$ cat src/rtl/dica_pkg.sv
// Shared constants, FSM encoding and address helper for the checkpoint copy engine
// and the dirty-block tracker that feeds it.
package dica_pkg;

  localparam logic [15:0] DMEM_BASE = 16'h0200;
  localparam int          DMEM_SIZE = 1024;
  localparam int          BLK_SIZE  = 128;
  localparam logic [15:0] NVM_BASE  = 16'hC000;

  localparam int TOTAL_BLOCKS  = DMEM_SIZE / BLK_SIZE;
  localparam int WORDS_PER_BLK = BLK_SIZE / 2;
  localparam int BLK_W         = (TOTAL_BLOCKS > 1) ? $clog2(TOTAL_BLOCKS) : 1;
  localparam int BLK_MSB       = BLK_W - 1;
  localparam int WORD_W        = (WORDS_PER_BLK > 1) ? $clog2(WORDS_PER_BLK) : 1;
  localparam int WORD_MSB      = WORD_W - 1;

  localparam logic [2:0] ST_IDLE  = 3'd0;
  localparam logic [2:0] ST_SCAN  = 3'd1;
  localparam logic [2:0] ST_READ  = 3'd2;
  localparam logic [2:0] ST_CAPT  = 3'd3;
  localparam logic [2:0] ST_WRITE = 3'd4;
  localparam logic [2:0] ST_CLEAR = 3'd5;
  localparam logic [2:0] ST_DONE  = 3'd6;

  typedef enum logic [2:0] {
    S_IDLE  = ST_IDLE,
    S_SCAN  = ST_SCAN,
    S_READ  = ST_READ,
    S_CAPT  = ST_CAPT,
    S_WRITE = ST_WRITE,
    S_CLEAR = ST_CLEAR,
    S_DONE  = ST_DONE
  } state_e;

  // Byte offset of a word inside the DMEM image; identical for the DMEM and NVM sides.
  function automatic logic [15:0] blkOffset(input logic [BLK_MSB:0] blk,
                                            input logic [WORD_MSB:0] word);
    logic [15:0] blkPart;
    logic [15:0] wordPart;
    blkPart  = 16'(blk) * 16'(BLK_SIZE);
    wordPart = 16'(word) << 1;
    return blkPart + wordPart;
  endfunction

endpackage

$ cat src/rtl/dica_prio_enc.sv
// Lowest-set-bit encoder: reports the index of the lowest set bit and whether any bit is set.
module dica_prio_enc #(
  parameter int WIDTH = 8,
  parameter int IDX_W = 3
) (
  input  logic [WIDTH-1:0] vec_i,
  output logic [IDX_W-1:0] idx_o,
  output logic             any_o
);

  // Scan from the top down so the last hit, the lowest index, wins.
  always_comb begin
    idx_o = '0;
    any_o = |vec_i;
    for (int i = WIDTH - 1; i >= 0; i--) begin
      if (vec_i[i]) begin
        idx_o = IDX_W'(i);
      end
    end
  end

endmodule

$ cat src/rtl/dica_ckpt_engine.sv
// Checkpoint copy engine: snapshots the dirty bitmap and mirrors each dirty DMEM block
// word by word into the NVM backup image, clearing each block once it is saved.
module dica_ckpt_engine
  import dica_pkg::*;
(
  input  logic                    clk,
  input  logic                    reset_n,
  input  logic                    start,
  input  logic [TOTAL_BLOCKS-1:0] d_table,
  output logic                    busy,
  output logic                    done,
  output logic [TOTAL_BLOCKS-1:0] blk_clr,
  output logic [15:0]             blocks_saved,
  output logic [15:0]             dmem_addr,
  output logic                    dmem_rd,
  input  logic [15:0]             dmem_rdata,
  output logic [15:0]             nvm_addr,
  output logic [15:0]             nvm_wdata,
  output logic                    nvm_wr,
  input  logic                    nvm_ready
);

  localparam logic [WORD_MSB:0] WORD_LAST = WORD_W'(WORDS_PER_BLK - 1);

  state_e                  state_q, state_d;
  logic [TOTAL_BLOCKS-1:0] snap_q, snap_d;
  logic [BLK_MSB:0]        blk_q, blk_d;
  logic [WORD_MSB:0]       word_q, word_d;
  logic [15:0]             wdata_q, wdata_d;
  logic                    busy_q, busy_d;
  logic [15:0]             saved_q, saved_d;

  logic [BLK_MSB:0]        lowIdx;
  logic                    anySet;
  logic [TOTAL_BLOCKS-1:0] blkOneHot;
  logic [15:0]             offset;

  dica_prio_enc #(
    .WIDTH(TOTAL_BLOCKS),
    .IDX_W(BLK_W)
  ) u_prio_enc (
    .vec_i(snap_q),
    .idx_o(lowIdx),
    .any_o(anySet)
  );

  assign blkOneHot = TOTAL_BLOCKS'(1) << blk_q;
  assign offset    = blkOffset(blk_q, word_q);

  assign busy         = busy_q;
  assign blocks_saved = saved_q;
  assign nvm_wdata    = wdata_q;

  always_ff @(posedge clk or negedge reset_n) begin
    if (!reset_n) begin
      state_q <= S_IDLE;
      snap_q  <= '0;
      blk_q   <= '0;
      word_q  <= '0;
      wdata_q <= '0;
      busy_q  <= 1'b0;
      saved_q <= '0;
    end else begin
      state_q <= state_d;
      snap_q  <= snap_d;
      blk_q   <= blk_d;
      word_q  <= word_d;
      wdata_q <= wdata_d;
      busy_q  <= busy_d;
      saved_q <= saved_d;
    end
  end

  // Memory strobes and addresses are gated by state so everything reads 0 outside its phase.
  always_comb begin
    state_d   = state_q;
    snap_d    = snap_q;
    blk_d     = blk_q;
    word_d    = word_q;
    wdata_d   = wdata_q;
    busy_d    = busy_q;
    saved_d   = saved_q;
    dmem_rd   = 1'b0;
    dmem_addr = '0;
    nvm_wr    = 1'b0;
    nvm_addr  = '0;
    done      = 1'b0;
    blk_clr   = '0;

    case (state_q)
      S_IDLE: begin
        if (start) begin
          snap_d  = d_table;
          saved_d = '0;
          busy_d  = 1'b1;
          state_d = S_SCAN;
        end
      end

      S_SCAN: begin
        if (!anySet) begin
          state_d = S_DONE;
        end else begin
          blk_d   = lowIdx;
          word_d  = '0;
          state_d = S_READ;
        end
      end

      S_READ: begin
        dmem_rd   = 1'b1;
        dmem_addr = DMEM_BASE + offset;
        state_d   = S_CAPT;
      end

      S_CAPT: begin
        wdata_d = dmem_rdata;
        state_d = S_WRITE;
      end

      S_WRITE: begin
        nvm_wr   = 1'b1;
        nvm_addr = NVM_BASE + offset;
        if (nvm_ready) begin
          if (word_q == WORD_LAST) begin
            state_d = S_CLEAR;
          end else begin
            word_d  = word_q + 1'b1;
            state_d = S_READ;
          end
        end
      end

      S_CLEAR: begin
        blk_clr = blkOneHot;
        snap_d  = snap_q & ~blkOneHot;
        saved_d = (saved_q == 16'hFFFF) ? saved_q : saved_q + 16'd1;
        state_d = S_SCAN;
      end

      S_DONE: begin
        done    = 1'b1;
        busy_d  = 1'b0;
        state_d = S_IDLE;
      end

      default: begin
        state_d = S_IDLE;
      end
    endcase
  end

endmodule

$ cat config.mk
export PLATFORM = sky130hd
export DESIGN_NAME = dica_ckpt_engine
export DESIGN_NICKNAME = d
export VERILOG_FILES = /design/src/rtl/dica_pkg.sv /design/src/rtl/dica_prio_enc.sv /design/src/rtl/dica_ckpt_engine.sv
export SDC_FILE = /design/constraint.sdc
export NUM_CORES = 1
export LEC_CHECK = 0
export CAP_MARGIN = 25
export CORE_MARGIN = 3
export CORE_UTILIZATION = 45
export CTS_CLUSTER_DIAMETER = 80
export DETAILED_ROUTE_END_ITERATION = 12
export PLACE_DENSITY = 0.81
export SLEW_MARGIN = 5
export SYNTH_ARGS = -nofsm -noshare
export SYNTH_HDL_FRONTEND = slang
export SYNTH_SLANG_ARGS = --single-unit
$ cat constraint.sdc
create_clock -name clk -period 2.7 [get_ports clk]
set_input_delay 0.81 -clock clk [delete_from_list [all_inputs] [get_ports clk]]
set_output_delay 0.81 -clock clk [all_outputs]
set_load 0.05 [all_outputs]
==> results.yml <==
outcome:
  status: "finished, final reports clean"
die:
  placement_rows: 28
  die_y_um: 85.85
  io_pins: 104
  start_util: 0.4734
  die_x_um: 85.85
  dieArea_sq_mm: 0.007369
  core_area_sq_mm: 0.006061
yosys:
  ys_types: 55
  syn_inst: 286
  synth-seq-area-share: 0.4623
  yosys_warnings: 0
  synth_edf_count: 0
  synthesis.area_sq_mm: 0.002869
  async_flop_share: 1.000
  synthFlopType: "dfrtp_1"
  synth_seq_cells: 53
  synth.avg_cell_area_sq_um: 10.03
layout:
  syn2layout_area_growth_pct: 47.19
  n_fill_cell: 464
  final_cell_mix: "clkdlybuf4s50_1 (59), dfrtp_1 (52), buf_12 (31), nand2_1 (30)"
  seq_area_sq_mm: 0.001328
  instances_no_fill: 452
  fin_nets: 407
  multiInputGateArea_sq_mm: 0.001424
  n_antenna_cell: 0
  final_common_cell: "clkdlybuf4s50_1"
  layout-drive-gt1-share: 0.2175
timing:
  setup_viol: 0
  tightest_slew_ns: 0.7152
  holdWs_ns: 0.4085
  fmax_ghz: 0.3750
  grt_setup_unrepaired: "yes"
  finalCritPeriodShare: 0.9877
  maxSlewViolCount: 0
  fin_skew_ns: 0.004242
  max-slew-margin-rel: 0.5188
  min_period_ns: 2.667
  hold_violations: 0
clock_network:
  clockRootBuffer: "clkbuf_8"
  clockBufferDepth: 2
  cts_buffers: 5
  h-tree-depth: 2
  clkSinkCount: 53
  cts_tree: "done"
  path_clk_slew_ns: 0.09
  hold_buffers: 0
  clock_latency_ns: 0.30
min_path:
  hold_class: "in -> async"
global_route:
  track_usage: 0.2060
  grt_pass1_wl_um: 12220
  grt_max_degree: 22
  antenna_found_initial: 0
  grt_overflow: 0
  grt_pass1_vias: 2541
worst_setup_path:
  path_buf_inv: 1
  crit_fanout: 11
  cp.depth: 3
  critPathCaptureType: "output port"
  r2r_start: "state_q[0]$_DFFE_PN0P_"
  crit_slowest_cell: "dfrtp_1"
  reg2regPathDepth: 5
  crit_family: "simple AND/OR/NAND/NOR gates"
  criticalPathCategory: "reg -> out"
  cpPeakStageDelay_ns: 0.59
  cp.required_ns: 1.89
  crit_chain: "nand3b_1 -> nor3_1 -> buf_12"
  critical_path_arrival_ns: 1.86
  crit_start: "state_q[0]$_DFFE_PN0P_"
  critPathLaunchType: "register"
placed_design:
  dp.cells: 445
  portBuffers: 92
  place.gp.congestion: 0.8365
  hpwl_um: 5655
drt:
  drt-total-wl_um: 7420
  routedWlPerCell_um: 16.42
  vias: 2590
  ant_nets: 0
  drt_iter0_drc: 181
  via_per_inst: 5.730
  first_pass_iters: 4
  drc: 0
power_and_ir_drop:
  ir_drop_v: 0.0005475
  leakage_nw: 1.763
  p_per_area_mw_per_mm2: 931.5
job:
  drv_cap: 0
cells by family after synthesis:
family	count (synthesis)	synth area share
flops	53	0.4623
fa+ha+maj	2	0.008721
mux	19	0.07370
buf+inv	29	0.05843
simple gates	122	0.2543
compound gates	60	0.1413
other cells	1	0.001307
Yosys cell counts, types with 2 or more instances:
library cell,n,area [sq um]
dfrtp_1,53,1326
nand2_1,30,112.6
a21oi_1,20,100.1
and2_1,20,125.1
mux2_2,17,191.4
buf_4,13,97.59
nor3_1,11,55.05
nor2_1,10,37.54
a31oi_1,9,56.30
buf_2,8,40.04
and3_1,7,43.79
nand3_1,7,35.03
nand2b_1,6,37.54
nor4_1,6,37.54
a311oi_1,5,43.79
clkbuf_1,4,15.01
inv_1,4,15.01
nor2b_1,4,25.02
o21ai_0,4,20.02
nand4_1,3,18.77
o21bai_1,3,22.52
a211oi_1,2,15.01
a22o_1,2,17.52
and3b_1,2,17.52
ha_1,2,25.02
mux2i_1,2,20.02
nor3_2,2,20.02
o211ai_1,2,15.01
or4_4,2,22.52
routing by layer:
metal  wire, um  GRT usage  part of all wire  vias to the layer above
li1           -          -                 -                     1193
met1       3001     0.2647              0.40                     1282
met2       3818     0.3475              0.51                      105
met3        481    0.04611             0.065                       10
met4        119    0.06331             0.016                        0
met5          0          0                 0                        -
layout make-up:
class	count	area share
tap	75	0.02222
multi-input combinational	214	0.3372
clock buffer	7	0.02044
sequential	53	0.3144
inverter	4	0.003556
timing repair buffer	99	0.3022
stage by stage:
step	util	total power [mW]	instance area [sq um]	TNS [ns]	worst slack, ns
after floorplan	-	2.732	2920	-0.8925	-0.2843
after global placement	0.6823	3.438	4135	0	0.3395
final	0.6967	3.933	4223	0	0.03309
after detailed placement	0.6823	3.502	4135	0	0.2846
after global routing	0.6967	4.132	4223	-0.1882	-0.05423
after CTS	0.6967	3.953	4223	0	0.04088
state kept, by name, indices dropped and copies added (netlist names):
| register | flops |
|---|---|
| blocks_saved | 16 |
| word_q | 6 |
| blk_q | 3 |
| state_q | 3 |
| nvm_wdata | 16 |
| snap_q | 8 |
| busy | 1 |
repair_timing:
action / in CTS / in global routing
endpoints found under the hold margin: 0 / 0
endpoints found under the setup margin: 1 / 5
gates resized for setup: 1 / 0
setup buffers: 0 / 0
path summary, 6_finish.rpt:
path / end / slack (ns)
max in group asynchronous: nvm_wdata[7]$_DFFE_PN0P_ / 1.69
min in group clk: nvm_wdata[11]$_DFFE_PN0P_ / 0.51
max reg2reg: blocks_saved[10]$_DFFE_PN0P_ / 0.81
max: blk_clr[2] / 0.03
min reg2reg: nvm_wdata[11]$_DFFE_PN0P_ / 0.51
min: blk_q[0]$_DFFE_PN0P_ / 0.41
report_power, final:
part	total, mW	switching [mW]	internal [mW]
sequential	1.33	0.285	1.05
combinational	2.16	1.28	0.877
clock	0.446	0.242	0.204
total	3.93	1.81	2.13
(Power assumes the default switching activity.)
